===== config.mk =====
export PLATFORM = sky130hd
export DESIGN_NAME = dmem_bridge
export DESIGN_NICKNAME = d
export VERILOG_FILES = /design/src/rtl/dmem_bridge.sv
export SDC_FILE = /design/constraint.sdc
export NUM_CORES = 1
export LEC_CHECK = 0
export ABC_AREA = 1
export CAP_MARGIN = 30
export CORE_UTILIZATION = 60
export CTS_CLUSTER_DIAMETER = 60
export DETAILED_ROUTE_END_ITERATION = 8
export DONT_BUFFER_PORTS = 1
export HOLD_SLACK_MARGIN = 0.06
export PLACE_DENSITY = 0.82
export SYNTH_ARGS = -nofsm -noshare
export SYNTH_HDL_FRONTEND = slang
export SYNTH_SLANG_ARGS = --single-unit

===== constraint.sdc =====
create_clock -name clk -period 7.5 [get_ports clk]
set_input_delay 0.75 -clock clk [delete_from_list [all_inputs] [get_ports clk]]
set_output_delay 0.75 -clock clk [all_outputs]
set_load 0.1 [all_outputs]

===== src/rtl/dmem_bridge.sv =====
// dmem_bridge: turns the core's single-cycle MEM-stage data access into a
// valid/ready request plus rvalid response on an external memory bus. It holds
// the pipeline stall high until the access completes, and it aborts reads
// that see no response within TIMEOUT cycles.
// Optional feature: define DMEM_BRIDGE_POSTED_WR_EN to post stores into a
// one-entry write buffer so the core does not wait for them.
module dmem_bridge #(
    parameter int unsigned TIMEOUT  = 255,
    parameter logic [31:0] ERR_DATA = 32'hDEADBEEF
) (
    input  logic        clk,
    input  logic        rst,
    input  logic [31:0] cpu_addr,
    input  logic [31:0] cpu_wdata,
    input  logic        cpu_read,
    input  logic        cpu_write,
    output logic [31:0] cpu_rdata,
    output logic        stall,
    output logic        bus_valid,
    input  logic        bus_ready,
    output logic        bus_we,
    output logic [29:0] bus_addr,
    output logic [31:0] bus_wdata,
    input  logic        bus_rvalid,
    input  logic [31:0] bus_rdata,
    output logic        err
);

    typedef enum logic [1:0] {
        S_IDLE = 2'd0,
        S_REQ  = 2'd1,
        S_RESP = 2'd2
    } state_e;

    // The counter only needs to hold 0 .. TIMEOUT-1; the abort fires on the
    // cycle it would reach TIMEOUT.
    localparam int CNT_W = (TIMEOUT > 1) ? $clog2(TIMEOUT) : 1;
    localparam logic [CNT_W-1:0] CNT_LAST = CNT_W'(TIMEOUT - 1);

    state_e           state_q, state_d;
    logic [29:0]      addr_q, addr_d;
    logic [31:0]      wdata_q, wdata_d;
    logic             we_q, we_d;
    logic [31:0]      rdata_q, rdata_d;
    logic             err_q, err_d;
    logic             done_q, done_d;
    logic [CNT_W-1:0] cnt_q, cnt_d;
`ifdef DMEM_BRIDGE_POSTED_WR_EN
    logic             posted_q, posted_d;
`endif

    logic req;
    logic unused_addr_bits;

    // A write wins when both strobes are set, so req only needs the OR.
    assign req              = cpu_read | cpu_write;
    assign unused_addr_bits = ^cpu_addr[1:0];

    // State and datapath registers.
    // NOTE: sequential state uses non-blocking assignments so every register
    // samples the pre-edge values; all storage here is plain flops, each given
    // an explicit reset value so no stale request can reach the bus.
    always_ff @(posedge clk or posedge rst) begin
        if (rst) begin
            state_q  <= S_IDLE;
            addr_q   <= '0;
            wdata_q  <= '0;
            we_q     <= 1'b0;
            rdata_q  <= '0;
            err_q    <= 1'b0;
            done_q   <= 1'b0;
            cnt_q    <= '0;
`ifdef DMEM_BRIDGE_POSTED_WR_EN
            posted_q <= 1'b0;
`endif
        end else begin
            state_q  <= state_d;
            addr_q   <= addr_d;
            wdata_q  <= wdata_d;
            we_q     <= we_d;
            rdata_q  <= rdata_d;
            err_q    <= err_d;
            done_q   <= done_d;
            cnt_q    <= cnt_d;
`ifdef DMEM_BRIDGE_POSTED_WR_EN
            posted_q <= posted_d;
`endif
        end
    end

    // Next-state logic: start on a fresh request, leave REQ on acceptance,
    // leave RESP on a response or on timeout.
    // NOTE: each always_comb assigns a default before any branch, so no path
    // leaves a variable unassigned and no latch is inferred.
    always_comb begin
        state_d = state_q;
        case (state_q)
            S_IDLE: if (req && !done_q) state_d = S_REQ;
            S_REQ:  if (bus_ready) state_d = we_q ? S_IDLE : S_RESP;
            S_RESP: if (bus_rvalid || cnt_q == CNT_LAST) state_d = S_IDLE;
            default: state_d = S_IDLE;
        endcase
    end

    // Datapath next values: request capture, response capture, timeout count.
    always_comb begin
        addr_d   = addr_q;
        wdata_d  = wdata_q;
        we_d     = we_q;
        rdata_d  = rdata_q;
        err_d    = err_q;
        done_d   = done_q;
        cnt_d    = cnt_q;
`ifdef DMEM_BRIDGE_POSTED_WR_EN
        posted_d = posted_q;
`endif
        case (state_q)
            S_IDLE: begin
                if (done_q) begin
                    // Completion cycle: the core advances, nothing new starts.
                    done_d = 1'b0;
                end else if (req) begin
                    addr_d   = cpu_addr[31:2];
                    wdata_d  = cpu_wdata;
                    we_d     = cpu_write;
`ifdef DMEM_BRIDGE_POSTED_WR_EN
                    posted_d = cpu_write;
`endif
                end
            end
            S_REQ: begin
                if (bus_ready) begin
                    if (we_q) begin
`ifdef DMEM_BRIDGE_POSTED_WR_EN
                        // A posted store already released the core.
                        done_d   = ~posted_q;
                        posted_d = 1'b0;
`else
                        done_d   = 1'b1;
`endif
                    end else begin
                        cnt_d = '0;
                    end
                end
            end
            S_RESP: begin
                if (bus_rvalid) begin
                    rdata_d = bus_rdata;
                    done_d  = 1'b1;
                end else if (cnt_q == CNT_LAST) begin
                    rdata_d = ERR_DATA;
                    err_d   = 1'b1;
                    done_d  = 1'b1;
                end else begin
                    cnt_d = cnt_q + 1'b1;
                end
            end
            default: ;
        endcase
    end

    // Outputs: request valid while in REQ, and the pipeline stall.
    always_comb begin
        bus_valid = (state_q == S_REQ);
`ifdef DMEM_BRIDGE_POSTED_WR_EN
        // While the buffer drains, only a new access has to wait; a store
        // found in IDLE is posted without stalling.
        stall = posted_q ? req
                         : ((state_q != S_IDLE) | (req & ~done_q & ~cpu_write));
`else
        stall = (state_q != S_IDLE) | (req & ~done_q);
`endif
    end

    assign bus_we    = we_q;
    assign bus_addr  = addr_q;
    assign bus_wdata = wdata_q;
    assign cpu_rdata = rdata_q;
    assign err       = err_q;

endmodule


==> summary.md, run 1 <==
| Metric | Value |
|---|---|
| CTS sink cnt | `between 100 and 150` |
| Netlist Area Pre-Place | `approximately 4600 um^2` |
| Initial antenna violation count | `0` |
| Worst-path maximum fanout | `13` |
| Die area | `~8000 um^2` |
| Post-DRT Antenna Nets | `0` |
| N_diodes | `0` |
| Outcome | `finished clean` |
| Hold Crit Class | `in -> async` |
| Worst-Skew Late Latency | `approximately 360 ps` |
| CP required | `7730 ps` |
| Top cells by area, synth | `dfrtp_1, nand2_1, o21ai_0` |
| CTS tree | `built` |
| Global route overflow | `0` |
| Synth top area share | `58.7%` |
| DRT Pass-1 Iters | `4` |
| Worst R2R Start | `state_q[1]$_DFFE_PP0P_` |
| Row count | `31` |
| Hpwl dp | `between 6000 and 7000 um` |
| Ys flop type | `dfrtp_1` |
| Largest net degree at the start of global routing | `66` |
| Fraction of layout cells with a size suffix above 1 | `under 10%` |
| Worst Max-Slew Pin Slew | `1030 ps` |
| Area leader, netlist | `dfrtp_1` |
| CP Launch Type | `flip-flop` |
| 1st-iter DRT viols | `74` |
| PortBufs | `0` |
| DR vias/cell | `about 5.2` |
| Maxcap violations | `0` |
| Final Hold Vio Count | `0` |
| I/O pins | `200` |
| Clock-pin slew on the worst setup and hold paths | `100 ps` |
| Clock Tree Buf Depth | `2` |
| Final wirelength | `8980 um` |
| Chip Height | `~89 um` |
| Setup violations, final | `0` |
| # nets final | `610` |
| Final min period | `2700 ps` |
| R2R setup slack | `between 4000 and 5000 ps` |
| Total Routing Usage GR | `22.2%` |
| Register area | `about 2700 um^2` |
| Synth warn | `0` |
| FILL cells | `slightly above 600` |
| Worst r2r path cells | `7` |
| Critical Path Start | `state_q[1]$_DFFE_PP0P_` |
| Sequential fraction of the synthesis area | `58.7%` |
| DRC violations left | `0` |
| R2r endpoint | `cnt_q[3]$_DFFE_PP0P_` |
| Critical path capture point type | `flip-flop` |
| Final setup skew | `around 13 ps` |
| Area of the multi-input gates | `1460 um^2` |
| Routability Congestion | `~0.76` |
| Avg Cell Area, Syn | `between 8 and 9 um^2` |
| Max Freq | `about 0.37 GHz` |
| CP endpoint | `cnt_q[3]$_DFFE_PP0P_` |
| H-tree Lvls | `3` |
| Starting Density | `a little over three fifths` |
| WP data arrival | `between 2000 and 3000 ps` |
| Routed vias | `approximately 3.1k` |
| Syn-to-layout area delta | `5.10%` |
| Hold_buf cts | `0` |
| Total CTS buffers | `9` |
| Post-CTS resize count | `0` |
| Final Max Tran Viols | `0` |
| Core area | `approximately 7300 um^2` |
| Yosys reg bits | `107` |
| Unrepaired setup endpoints after global routing | `false` |
| First-pass GRT wire length | `about 13000 um` |
| Kind of critical path | `reg -> reg` |
| Syn Inst Count | `~500` |
| Final TNS setup | `0 ps` |
| Root buffer cell | `clkbuf_8` |
| Max-slew headroom | `a little under a third` |
| Final period util | `36.0%` |
| # Post-CTS Setup Buffers | `0` |
| Die width | `89.2 um` |
| Synth cell types | `26` |
| Vias in the first global route | `about 2.9k` |
| Wire length per cell | `between 10 and 15 um` |
| Synthesized net count | `approximately 620` |
| Asr flop ratio synth | `100%` |
| Post-synth EDFFs | `0` |
==> critical path, cell delays in order, from the launching register on <==
cell and delay, ps:
dfrtp_1 440, inv_1 140, ha_1 860, nand2_1 250, o21ai_0 370, nand3_2 300, nand2_1 130, o21ai_0 90
==> metrics by stage <==
stage / instances / hold slack [ps] / instance area (um^2) / utilization, % / setup slack [ps]
floorplan: 510 / 442 / 4560 / - / 3930
global placement: 588 / 461 / 4570 / 62.6 / 4970
detailed placement: 589 / 473 / 4590 / 62.9 / 4850
CTS: 605 / 293 / 4790 / 65.8 / 4820
global route: 605 / 318 / 4790 / 65.8 / 4630
finish: 605 / 294 / 4790 / 65.8 / 4800
==> worst min path at each step <==
stage	cells past startpoint	from	endpoint	slack, ps
floorplan	2	done_q$_DFFE_PP0P_	done_q$_DFFE_PP0P_	440
global placement	2	done_q$_DFFE_PP0P_	done_q$_DFFE_PP0P_	460
detailed placement	2	done_q$_DFFE_PP0P_	done_q$_DFFE_PP0P_	470
CTS	1	rst	bus_wdata[12]$_DFFE_PP0P_	290
global route	1	rst	cpu_rdata[18]$_DFFE_PP0P_	320
finish	1	rst	cpu_rdata[21]$_DFFE_PP0P_	290
==> final cells by class <==
type | instances | share of cell area [%]
clock buffers | 10 | 2.87
clock inverters | 6 | 1.49
inverters | 78 | 6.16
multi-input cells | 303 | 30.5
flip-flops and latches | 107 | 55.8
well taps | 99 | 2.58
repair buffers | 2 | 0.574
==> metal layers <==
metal | vias up | GRT usage [%] | share of wire (%)
li1 | 1544 | - | -
met1 | 1451 | 25.5 | 40
met2 | 142 | 37.8 | 49
met3 | 10 | 6.93 | 9.5
met4 | 0 | 11.0 | 1.2
met5 | - | 0 | 0
==> flip-flops by register name, indices dropped and copies added (netlist names) <==
register   cells
bus_wdata     32
cpu_rdata     32
bus_addr      30
cnt_q          8
state_q        2
bus_we         1
done_q         1
err            1
==> kinds of logic (layout without fill, tap and decap cells) <==
family / count (synthesis) / after routing / synth area share, %
buffers and inverters: 100 / 96 / 9.43
AO/OA/AOI/OAI: 74 / 74 / 8.37
AND/OR/NAND/NOR: 222 / 222 / 21.6
adder cells (fa/ha/maj): 7 / 7 / 1.92
flip-flops: 107 / 107 / 58.7
==> Yosys cell counts (all sizes together) (2+ instances only) <==
library cell and instances:
buf 13, clkbuf 9, dfrtp 107, ha 7
inv 78, nand2 108, nand3 28, nand4 4
nor2 79, o21ai 70, o21bai 2, or2 2
==> layout by cell type (no fill, tap or decap), drive strengths merged <==
cell type,instances
nor2,79
clkbuf,10
o21bai,2
nand4,4
a31o,1
nand3b,1
o21a,1
clkinv,2
dfrtp,107
inv,80
nand3,28
nand2,108
ha,7
bufinv,1
buf,2
o21ai,70
or2,2
clkinvlp,1
Power of run 1 is not shown: default switching activity piles up to over one toggle a cycle in this logic, so the estimate is an artifact.
==> run 2: changes to the inputs <==
clock period = 2.55 ns   (was 7.5 ns; I/O delays follow)
==> run 2 against run 1 <==
Effect of this change: first-iteration DRC count is 92% higher; final area increased by 20%; worst hold slack worse by 210 ps; register-to-register slack got worse by 4300 ps; critical path type unchanged; utilization up 13 points; final cell count rose by 16%; critical path depth did not move; setup slack worse by 4300 ps; highest routed layer unchanged.
==> summary.md, run 2 (synthesis results as in run 1) <==
| Metric | Value |
|---|---|
| Root buffer cell | `clkbuf_8` |
| Final min period | `2060 ps (-643 ps)` |
| Vias in the first global route | `3703 (+26%)` |
| Total CTS buffers | `9 (unchanged)` |
| Final TNS setup | `0 ps (unchanged)` |
| # nets final | `708 (+16%)` |
| Routability Congestion | `0.795 (+5.0%)` |
| Max Freq | `0.486 GHz (+31%)` |
| DR vias/cell | `5.31 (+2.0%)` |
| DRC violations left | `0 (unchanged)` |
| Total Routing Usage GR | `28.8% (+6.6 points)` |
| Final period util | `80.8% (+45 points)` |
| Final setup skew | `13.8 ps (+1.16 ps)` |
| Most frequent cells in the layout | `dfrtp_1, nand2_1, dlygate4sd3_1` |
| Core area | `7290 um^2 (unchanged)` |
| WP data arrival | `2340 ps (-590 ps)` |
| CTS tree | `built` |
| Final Hold Vio Count | `0 (unchanged)` |
| Global route overflow | `0 (unchanged)` |
| Initial antenna violation count | `0 (unchanged)` |
| N_diodes | `0 (unchanged)` |
| DRT Pass-1 Iters | `5 (+1)` |
| Clock Tree Buf Depth | `2 (unchanged)` |
| Hold Crit Class | `in -> reg` |
| 1st-iter DRT viols | `142 (+92%)` |
| Max-slew headroom | `36.7% (+5.6 points)` |
| H-tree Lvls | `3 (unchanged)` |
| CP required | `2830 ps (-4900 ps)` |
| Most common cell after layout, fill and taps aside | `dfrtp_1` |
| Outcome | `finished clean` |
| Worst Max-Slew Pin Slew | `949 ps (-83.3 ps)` |
| Hpwl dp | `6690 um (+1.6%)` |
| Final wirelength | `11700 um (+30%)` |
| Die area | `7960 um^2 (unchanged)` |
| Kind of critical path | `reg -> reg` |
| Final Max Tran Viols | `0 (unchanged)` |
| CTS sink cnt | `107 (unchanged)` |
| Row count | `31 (unchanged)` |
| Wire length per cell | `16.6 um (+12%)` |
| # Post-CTS Setup Buffers | `0 (unchanged)` |
| Largest net degree at the start of global routing | `90 (+36%)` |
| Unrepaired setup endpoints after global routing | `false` |
| Syn-to-layout area delta | `26.4%` |
| First-pass GRT wire length | `16900 um (+28%)` |
| Clock-pin slew on the worst setup and hold paths | `100 ps (about the same)` |
| I/O pins | `200 (unchanged)` |
| Worst-Skew Late Latency | `360 ps (about the same)` |
| PortBufs | `0 (unchanged)` |
| Chip Height | `89.2 um (unchanged)` |
| Routed vias | `3730 (+19%)` |
| Die width | `89.2 um (unchanged)` |
| CP Launch Type | `flip-flop` |
| Critical path capture point type | `flip-flop` |
| Setup violations, final | `0 (unchanged)` |
| Maxcap violations | `0 (unchanged)` |
| Starting Density | `62.6% (unchanged)` |
| Post-DRT Antenna Nets | `0 (unchanged)` |
| Fraction of layout cells with a size suffix above 1 | `9.11% (-0.78 points)` |
| Worst-path maximum fanout | `24 (+11)` |
==> run 2: final timing paths <==
path	startpoint	to	slack (ps)	cells after the start
max	state_q[0]$_DFFE_PP0P_	cpu_rdata[27]$_DFFE_PP0P_	490	7
min	cpu_addr[16]	bus_addr[14]$_DFFE_PP0P_	80	2
max reg2reg	state_q[0]$_DFFE_PP0P_	cpu_rdata[27]$_DFFE_PP0P_	490	7
min reg2reg	done_q$_DFFE_PP0P_	done_q$_DFFE_PP0P_	490	2
max in group asynchronous	rst	bus_addr[19]$_DFFE_PP0P_	1250	3
min in group asynchronous	rst	cpu_rdata[21]$_DFFE_PP0P_	530	2
==> run 2: area by class of cell <==
| class | instances | area (um^2) |
|---|---|---|
| Multi-Input combinational cell | 303 | 1460 |
| Timing Repair Buffer | 100 | 1010 |
| Inverter | 78 | 297 |
| Sequential cell | 107 | 2680 |
| Clock buffer | 10 | 128 |
| Fill cell | 454 | 1530 |
| Clock inverter | 6 | 73.8 |
| Tap cell | 99 | 124 |
==> run 2: repair_timing <==
item | 4_1_cts | 5_1_grt
hold buffers | 92 | 0
endpoints found under the hold margin | 128 | 0
gates resized for setup | 0 | 0
==> run 2: through the flow <==
step                      area (um^2)  util (%)  setup WS (ps)  hold WS [ps]  std cells
after floorplan                  4570         -            238           386        510
after global placement           4640      63.7            651           328        595
after detailed placement         4640      63.7            531           333        595
after CTS                        5770      79.1            522          67.6        703
after global routing             5770      79.1            335          66.6        703
final                            5770      79.1            491          82.3        703
==> run 2: per-layer routing <==
layer / part of all wire, % / global-route usage, % / vias up
met4: 2.4 / 12.4 / 0
met2: 52 / 52.3 / 177
met5: 0 / 0 / -
met1: 36 / 29.9 / 1790
li1: - / - / 1739
met3: 9.3 / 10.6 / 24
==> run 2: critical path, stage by stage, from the launching register on <==
cell and delay (ps):
dfrtp_1 430, inv_1 120, ha_1 450, buf_4 250
nand3_4 160, nand2_4 300, nor2_1 110, nor2_1 150
Power of run 2 is left out for the same reason.
==> run 3: changes to the inputs <==
clock period = 2.1 ns   (was 2.55 ns; I/O delays follow)
==> run 3 against run 2 <==
Effect of this change: non-clock buffer count rose by 101; register-to-register slack lost 280 ps; utilization rose by 11 points; sequential cell count did not move; worst hold slack gained 66 ps; die area unchanged; largest cell class unchanged.
==> summary.md, run 3 (synthesis results as in run 1) <==
| Metric | Value |
|---|---|
| Outcome | `finished clean` |
| Kind of critical path | `reg -> reg` |
| Die width | `89.2 um (unchanged)` |
| N_diodes | `0 (unchanged)` |
| CP Launch Type | `flip-flop` |
| H-tree Lvls | `3 (unchanged)` |
| Worst Max-Slew Pin Slew | `917 ps (-32.2 ps)` |
| Routability Congestion | `0.818 (+2.9%)` |
| Hold Crit Class | `in -> reg` |
| Worst path max stage delay | `580 ps (+130 ps)` |
| Root buffer cell | `clkbuf_8` |
| Worst r2r path cells | `6 (-1)` |
| Worst-path maximum fanout | `10 (-58%)` |
| Initial antenna violation count | `0 (unchanged)` |
| Critical path capture point type | `flip-flop` |
| Crit path cell chain | `inv_1 > ha_2 > buf_4 > nand3_1 > dlygate4sd3_1 > nand2_1` |
| Most common cell after layout, fill and taps aside | `dfrtp_1` |
| DR vias/cell | `5.50 (+3.8%)` |
| Max Freq | `0.530 GHz (+9.1%)` |
| Total CTS buffers | `9 (unchanged)` |
| Die area | `7960 um^2 (unchanged)` |
| Hpwl dp | `7330 um (+9.6%)` |
| CP required | `2400 ps (-430 ps)` |
| Vias in the first global route | `4523 (+22%)` |
| Chip Height | `89.2 um (unchanged)` |
| First-pass GRT wire length | `21500 um (+27%)` |
| Final setup skew | `12.2 ps (-1.57 ps)` |
| Final Hold Vio Count | `0 (unchanged)` |
| Slowest-stage cell, CP | `dlygate4sd3_1` |
| Syn-to-layout area delta | `43.8%` |
| Area of the multi-input gates | `1470 um^2 (+0.34%)` |
| Most frequent cells in the layout | `dfrtp_1, nand2_1, buf_4` |
| 1st-iter DRT viols | `231 (+63%)` |
| Final Max Tran Viols | `0 (unchanged)` |
| Buf+Inv Stages, Crit Path | `3 (+1)` |
| PortBufs | `0 (unchanged)` |
| Total Routing Usage GR | `37.4% (+8.5 points)` |
| Hold-critical path depth | `3 (+1)` |
| # Post-CTS Setup Buffers | `0 (unchanged)` |
| Register area | `2680 um^2 (unchanged)` |
| Global route overflow | `0 (unchanged)` |
| # nets final | `809 (+14%)` |
| Setup violations, final | `0 (unchanged)` |
| Crit. path cell count | `6 (-1)` |
| Final period util | `89.9% (+9.1 points)` |
| Fraction of layout cells with a size suffix above 1 | `21.8% (+13 points)` |
| Max-slew headroom | `38.9% (+2.1 points)` |
| Cell family with most CP delay | `buffers and inverters` |
| Row count | `31 (unchanged)` |
| Largest net degree at the start of global routing | `62 (-31%)` |
| Post-DRT Antenna Nets | `0 (unchanged)` |
| Unrepaired setup endpoints after global routing | `false` |
| Maxcap violations | `0 (unchanged)` |
| Clock-pin slew on the worst setup and hold paths | `100 ps (about the same)` |
| DRC violations left | `0 (unchanged)` |
| I/O pins | `200 (unchanged)` |
| Worst-Skew Late Latency | `360 ps (about the same)` |
| Starting Density | `62.6% (unchanged)` |
| FILL cells | `326 (-28%)` |
| WP data arrival | `2190 ps (-150 ps)` |
| Clock Tree Buf Depth | `2 (unchanged)` |
| Core area | `7290 um^2 (unchanged)` |
| Final min period | `1890 ps (-172 ps)` |
| CTS sink cnt | `107 (unchanged)` |
| Final TNS setup | `0 ps (unchanged)` |
| DRT Pass-1 Iters | `6 (+1)` |
| CTS tree | `built` |
| Final wirelength | `14800 um (+27%)` |
| Wire length per cell | `18.4 um (+11%)` |
| Routed vias | `4426 (+19%)` |
## run 3: cell types whose count changed in the layout (fill, tap and decap cells not counted), moves of 2 or more
cell / previous run / this run
dlygate4sd3_1: 92 / 97
clkinvlp_4: 3 / 1
inv_6: 0 / 2
ha_1: 7 / 5
buf_4: 6 / 101
ha_2: 0 / 2
## run 3: final cells by class
type	count	area share, %
multi-input cells	303	22.4
flip-flops and latches	107	40.8
inverters	78	4.52
well taps	99	1.89
clock inverters	7	1.24
repair buffers	201	27.3
clock buffers	9	1.89
## run 3: routing by layer
metal	GRT usage [%]	vias up	part of all wire, %	routed length [um]
li1	-	1941	-	-
met1	39.1	2128	34	5030
met2	67.2	288	53	7820
met3	10.2	69	8.8	1300
met4	22.2	0	4.4	652
met5	0	-	0	0
## run 3: worst reg2reg max path, cell delays in order, from the launching register on
cell and delay [ps]:
dfrtp_1 440, inv_1 130, ha_2 340, buf_4 210, nand3_1 80, dlygate4sd3_1 580
nand2_1 60
## run 3: final timing paths
check,from,to,slack [ps]
max in group asynchronous,rst,bus_addr[9]$_DFFE_PP0P_,940
worst min-delay path,bus_rvalid,cnt_q[1]$_DFFE_PP0P_,150
min in group asynchronous,rst,bus_addr[21]$_DFFE_PP0P_,420
worst max-delay path,state_q[0]$_DFFE_PP0P_,cpu_rdata[24]$_DFFE_PP0P_,210
worst min register to register,done_q$_DFFE_PP0P_,done_q$_DFFE_PP0P_,490
worst max register to register,state_q[0]$_DFFE_PP0P_,cpu_rdata[24]$_DFFE_PP0P_,210
## run 3: metrics by stage
stage	util, %	setup slack (ps)	cell area (um^2)	std cells	hold slack, ps
final	89.9	213	6560	804	148
after global routing	89.9	133	6560	804	169
after CTS	89.9	127	6560	804	136
after detailed placement	73.8	286	5380	691	209
after global placement	73.8	362	5380	691	204
after floorplan	-	131	4570	510	341
## run 3: repair_timing
item,CTS,global route
endpoints found under the hold margin,123,0
hold buffers,97,0
resized for setup,0,2
endpoints found under the setup margin,0,2
Power of run 3 is left out for the same reason.
